File: config.mk
export PLATFORM = sky130hd
export DESIGN_NAME = div_operand_seq
export DESIGN_NICKNAME = d
export VERILOG_FILES = /design/src/rtl/div_pkg.sv /design/src/rtl/divisao_5por4.sv /design/src/rtl/div_operand_seq.sv
export SDC_FILE = /design/constraint.sdc
export NUM_CORES = 1
export LEC_CHECK = 0
export CORE_MARGIN = 5
export CORE_UTILIZATION = 35
export CTS_CLUSTER_SIZE = 30
export DETAILED_ROUTE_END_ITERATION = 12
export PLACE_DENSITY = 0.57
export SYNTH_ARGS = -nofsm -noshare
export SYNTH_HDL_FRONTEND = slang
export SYNTH_HIERARCHICAL = 1
export SYNTH_SLANG_ARGS = --single-unit
File: constraint.sdc
create_clock -name clk -period 6.6 [get_ports clk]
set_input_delay 0.66 -clock clk [delete_from_list [all_inputs] [get_ports clk]]
set_output_delay 0.66 -clock clk [all_outputs]
set_load 0.1 [all_outputs]
File: src/rtl/div_pkg.sv
// Shared widths and state encoding for the divider operand sequencer.
// Imported by div_operand_seq and divisao_5por4.
package div_pkg;

    localparam int DIVIDEND_W = 5;
    localparam int DIVISOR_W  = 4;

    typedef enum logic [1:0] {
        IDLE = 2'd0,
        CALC = 2'd1,
        HOLD = 2'd2
    } div_state_t;

endpackage

File: src/rtl/divisao_5por4.sv
// Combinational 5-by-4 unsigned divider; quotient gated to 0 when b == 0.
// Ports: a (dividend), b (divisor), q (quotient).
module divisao_5por4
    import div_pkg::*;
(
    input  logic [DIVIDEND_W-1:0] a,
    input  logic [DIVISOR_W-1:0]  b,
    output logic [DIVIDEND_W-1:0] q
);

    logic [DIVIDEND_W-1:0] b_ext;

    assign b_ext = {1'b0, b};

    always_comb begin
        q = '0;
        if (b != '0) begin
            q = a / b_ext;
        end
    end

endmodule

File: src/rtl/div_operand_seq.sv
// Loads dividend/divisor from a shared bus, runs the divider, and holds
// quotient/remainder/div_zero behind a valid/ready handshake.
// Ports: clk, rst, din, load_a, load_b, start, out_ready (in);
//        busy, out_valid, quotient, remainder, div_zero, err (out).
module div_operand_seq
    import div_pkg::*;
(
    input  logic                  clk,
    input  logic                  rst,
    input  logic [DIVIDEND_W-1:0] din,
    input  logic                  load_a,
    input  logic                  load_b,
    input  logic                  start,
    input  logic                  out_ready,
    output logic                  busy,
    output logic                  out_valid,
    output logic [DIVIDEND_W-1:0] quotient,
    output logic [DIVISOR_W-1:0]  remainder,
    output logic                  div_zero,
    output logic                  err
);

    div_state_t state_q;
    div_state_t state_d;

    logic [DIVIDEND_W-1:0] a_reg;
    logic [DIVISOR_W-1:0]  b_reg;
    logic                  a_ok;
    logic                  b_ok;
    logic [DIVIDEND_W-1:0] div_q;
    logic [8:0]            prod;
    logic [8:0]            diff;
    logic                  go;
    logic                  bad_start;
    logic                  do_load;
    logic                  release_res;

    divisao_5por4 u_div (
        .a (a_reg),
        .b (b_reg),
        .q (div_q)
    );

    // Product at 9 bits; the difference always fits in the low 4 bits.
    assign prod = 9'(div_q) * 9'(b_reg);
    assign diff = 9'(a_reg) - prod;

    assign go          = (state_q == IDLE) && start && a_ok && b_ok;
    assign bad_start   = (state_q == IDLE) && start && !(a_ok && b_ok);
    // Loads are frozen on the cycle a valid start is taken.
    assign do_load     = (state_q == IDLE) && !go;
    assign release_res = (state_q == HOLD) && out_ready;

    always_comb begin
        state_d = state_q;
        unique case (state_q)
            IDLE: if (go) state_d = CALC;
            CALC: state_d = HOLD;
            HOLD: if (out_ready) state_d = IDLE;
            default: state_d = IDLE;
        endcase
    end

    always_ff @(posedge clk or posedge rst) begin
        if (rst) begin
            state_q <= IDLE;
        end else begin
            state_q <= state_d;
        end
    end

    always_ff @(posedge clk or posedge rst) begin
        if (rst) begin
            a_reg <= '0;
            b_reg <= '0;
            a_ok  <= 1'b0;
            b_ok  <= 1'b0;
        end else if (release_res) begin
            a_ok <= 1'b0;
            b_ok <= 1'b0;
        end else if (do_load) begin
            if (load_a) begin
                a_reg <= din;
                a_ok  <= 1'b1;
            end
            if (load_b) begin
                b_reg <= din[DIVISOR_W-1:0];
                b_ok  <= 1'b1;
            end
        end
    end

    always_ff @(posedge clk or posedge rst) begin
        if (rst) begin
            quotient  <= '0;
            remainder <= '0;
            div_zero  <= 1'b0;
        end else if (state_q == CALC) begin
            quotient <= div_q;
            div_zero <= (b_reg == '0);
            if (b_reg == '0) begin
                remainder <= '0;
            end else begin
                remainder <= diff[DIVISOR_W-1:0];
            end
        end
    end

    always_ff @(posedge clk or posedge rst) begin
        if (rst) begin
            err <= 1'b0;
        end else begin
            err <= bad_start;
        end
    end

    // Both decoded directly from the state register.
    assign busy      = (state_q == CALC) || (state_q == HOLD);
    assign out_valid = (state_q == HOLD);

endmodule

==> flow_metrics.tcl <==
set metrics [dict create \
    status "finished with violations" \
    violations "negative setup slack" \
    rows 27 \
    synth_fp_nets 235 \
    drtIter0Drc 88 \
    first_global_vias 1754 \
    cts_tree "yes" \
    ys_top_cells_by_area "dfrtp_1 (31%), ha_1 (18%), mux2_2 (9.2%)" \
    start_kind "register" \
    synthArstFlopShare_pct 100 \
    netlist_area_sq_um 1950 \
    fmax_ghz 0.142 \
    area_delta_synth_final_pct 54.3 \
    start_util_pct 35.6 \
    crit_cells 36 \
    setup_tns_ps -1250 \
    htree_levels 1 \
    worst_setup_path_end_kind "register" \
    num_antenna_cells 0 \
    wl_mm 5.12 \
    ctsLongestPathBuffers 2 \
    drt_pass1_iterations 4 \
    finalCriticalPeriod_ps 7020 \
    wl_per_cell_um 14.8 \
    crit_buf_inv 13 \
    dpl.hpwl_mm 3.64 \
    maxCapViolCount 0 \
    syn_inst 193 \
    crit_required_ps 6710 \
    fin_skew_ps 6.39 \
    critPathTopFamily "adder cells" \
    synth.largest_area_cell "dfrtp_1" \
    grt_use_total_pct 14.8 \
    min_path_cells 1 \
    gp_congestion 0.834 \
    syn_avg_cell_area_sq_um 10.1 \
    timing.final.ws_setup_ps -422 \
    cp.arrival_ps 7130 \
    insertion_delay_ps 270 \
    grt_max_degree 25 \
    layout.nets 317 \
    die_area_sq_um 7170 \
    core_area_sq_um 5470 \
    path_clk_slew_ps 100 \
    vias_per_cell 4.82 \
    antenna_found_initial 0 \
    ys_seq_area_share_pct 30.8 \
    max_stage_delay_ps 530 \
    ys_seq_elements 24 \
    cts_hold_buffers 0 \
    path_max_fanout 4 \
    overflow 0 \
    setup_viol_count_final 4 \
    grt_pass1_wl_mm 8.54 \
    vias 1669 \
    cts_buffers 3 \
    fillers 487 \
    tightest_slew_ps 1120 \
    final_layout_size_suffix_gt1_share_pct 44.9 \
    hold_violations 0 \
    cts_num_sinks 24 \
    drcViolationCount 0 \
    synth_edf_count 0 \
    max_slew_margin_pct 24.2 \
    holdCritPathClass "register to register" \
    yosys_warnings 6 \
    maxSlewViolCount 0 \
    io_pins 24 \
    stdcell_count 346 \
    rsz0062_at_grt "yes" \
    dp_cells 322 \
    die_w_um 84.7 \
    min_period_over_period_pct 106 \
    reg2reg_depth 36 \
    ys.flop_type "dfrtp_1" \
    io_buffers 23 \
    synth_top_area_share_pct 30.8 \
    clockRootBuffer "clkbuf_8" \
    crit_slowest_cell "fa_1" \
    dieHeight_um 84.7 \
    crit_path_frequent_cell "buf_4" \
    ant_nets 0 \
    yosysUniqueCellTypes 38 \
    critPathKind "register to register" \
]
[area by class of cell]
cell class,instances,area [sq um],area share (%)
Timing Repair Buffer,78,647,21.5
Clock inverter,1,30.0,0.998
Inverter,25,93.8,3.12
Clock buffer,3,41.3,1.37
Tap cell,72,90.1,2.99
Sequential cell,24,602,20.0
Multi-Input combinational cell,143,1510,50.0
[synthesized netlist by cell type (4+ instances only)]
master / instances
inv_1: 25
nor2b_1: 5
mux2_2: 16
o21ai_0: 6
nor2_1: 6
nand2_1: 16
dfrtp_1: 24
xnor2_1: 9
o22ai_1: 4
xor2_1: 4
o21a_1: 6
ha_1: 28
a21oi_1: 9
[cell usage in the layout (no fill, tap or decap), types with 2 or more instances in the layout]
master / instances
inv_1: 19
and2_2: 2
o21ai_1: 2
xnor2_1: 6
clkbuf_8: 3
o21ai_0: 3
fa_2: 2
xnor2_2: 3
xor2_1: 4
buf_4: 54
a21oi_2: 4
inv_2: 6
nand2_1: 15
dfrtp_1: 23
nand2b_1: 2
clkdlybuf4s50_1: 23
nor2b_1: 4
and2_1: 2
mux2_4: 3
ha_1: 17
a21oi_1: 4
ha_4: 10
o22ai_1: 3
mux2_2: 15
nor2_1: 5
mux2i_1: 2
o21a_1: 5
[cell families (layout without fill, tap and decap cells)]
| logic type | Yosys count | after routing | share of synthesized area, % |
|---|---|---|---|
| mux | 20 | 20 | 11.8 |
| compound gates | 34 | 34 | 12.3 |
| fa+ha+maj | 31 | 31 | 21.0 |
| simple gates | 44 | 44 | 12.1 |
| xor+xnor | 14 | 14 | 6.99 |
| flops | 24 | 24 | 30.8 |
| buf+inv | 26 | 107 | 5.00 |
[per-layer routing]
metal	global-route usage, %	share of wire, %	up-vias
met3	2.55	3.1	6
met2	26.1	50	27
met4	2.73	1.1	0
met1	19.2	46	803
li1	-	-	833
met5	0	0	-
[through the flow]
step	setup WS [ps]	hold WS [ps]	instance area, sq um	utilization [%]
2_1_floorplan	-138	436	2060	-
3_3_place_gp	-410	463	2640	48.3
3_5_place_dp	-533	470	2640	48.3
4_1_cts	-348	482	2900	53.0
5_1_grt	-727	509	3010	55.0
6_report	-422	476	3010	55.0
[repair_timing]
item,4_1_cts,5_1_grt
gates resized for setup,17,11
buffers inserted,14,7
pin swaps,25,22
setup endpoints to repair,4,4
[path summary, 6_finish.rpt]
path | endpoint | slack (ps) | from
min in group asynchronous | a_reg[2]$_DFFE_PP0P_ | 890 | rst
worst min-delay path | err$_DFF_PP0_ | 480 | a_ok$_DFFE_PP0P_
max in group asynchronous | b_reg[0]$_DFFE_PP0P_ | 5060 | rst
worst max register to register | remainder[2]$_DFFE_PP0N_ | -420 | b_reg[0]$_DFFE_PP0P_
worst max-delay path | remainder[2]$_DFFE_PP0N_ | -420 | b_reg[0]$_DFFE_PP0P_
worst min register to register | err$_DFF_PP0_ | 480 | a_ok$_DFFE_PP0P_
[worst register-to-register path, delay by kind of cell, from the launching register on]
kind / cells / cell delay (ps)
AO/OA/AOI/OAI: 8 / 1580
XOR/XNOR: 1 / 170
adder cells (fa/ha/maj): 7 / 2010
buffers and inverters: 13 / 1350
flip-flops: 1 / 410
multiplexers: 2 / 620
AND/OR/NAND/NOR: 5 / 730
Power is left out: the tool's default activity adds up to more than one toggle a clock period on the data nets, which glitch-free logic cannot reach.
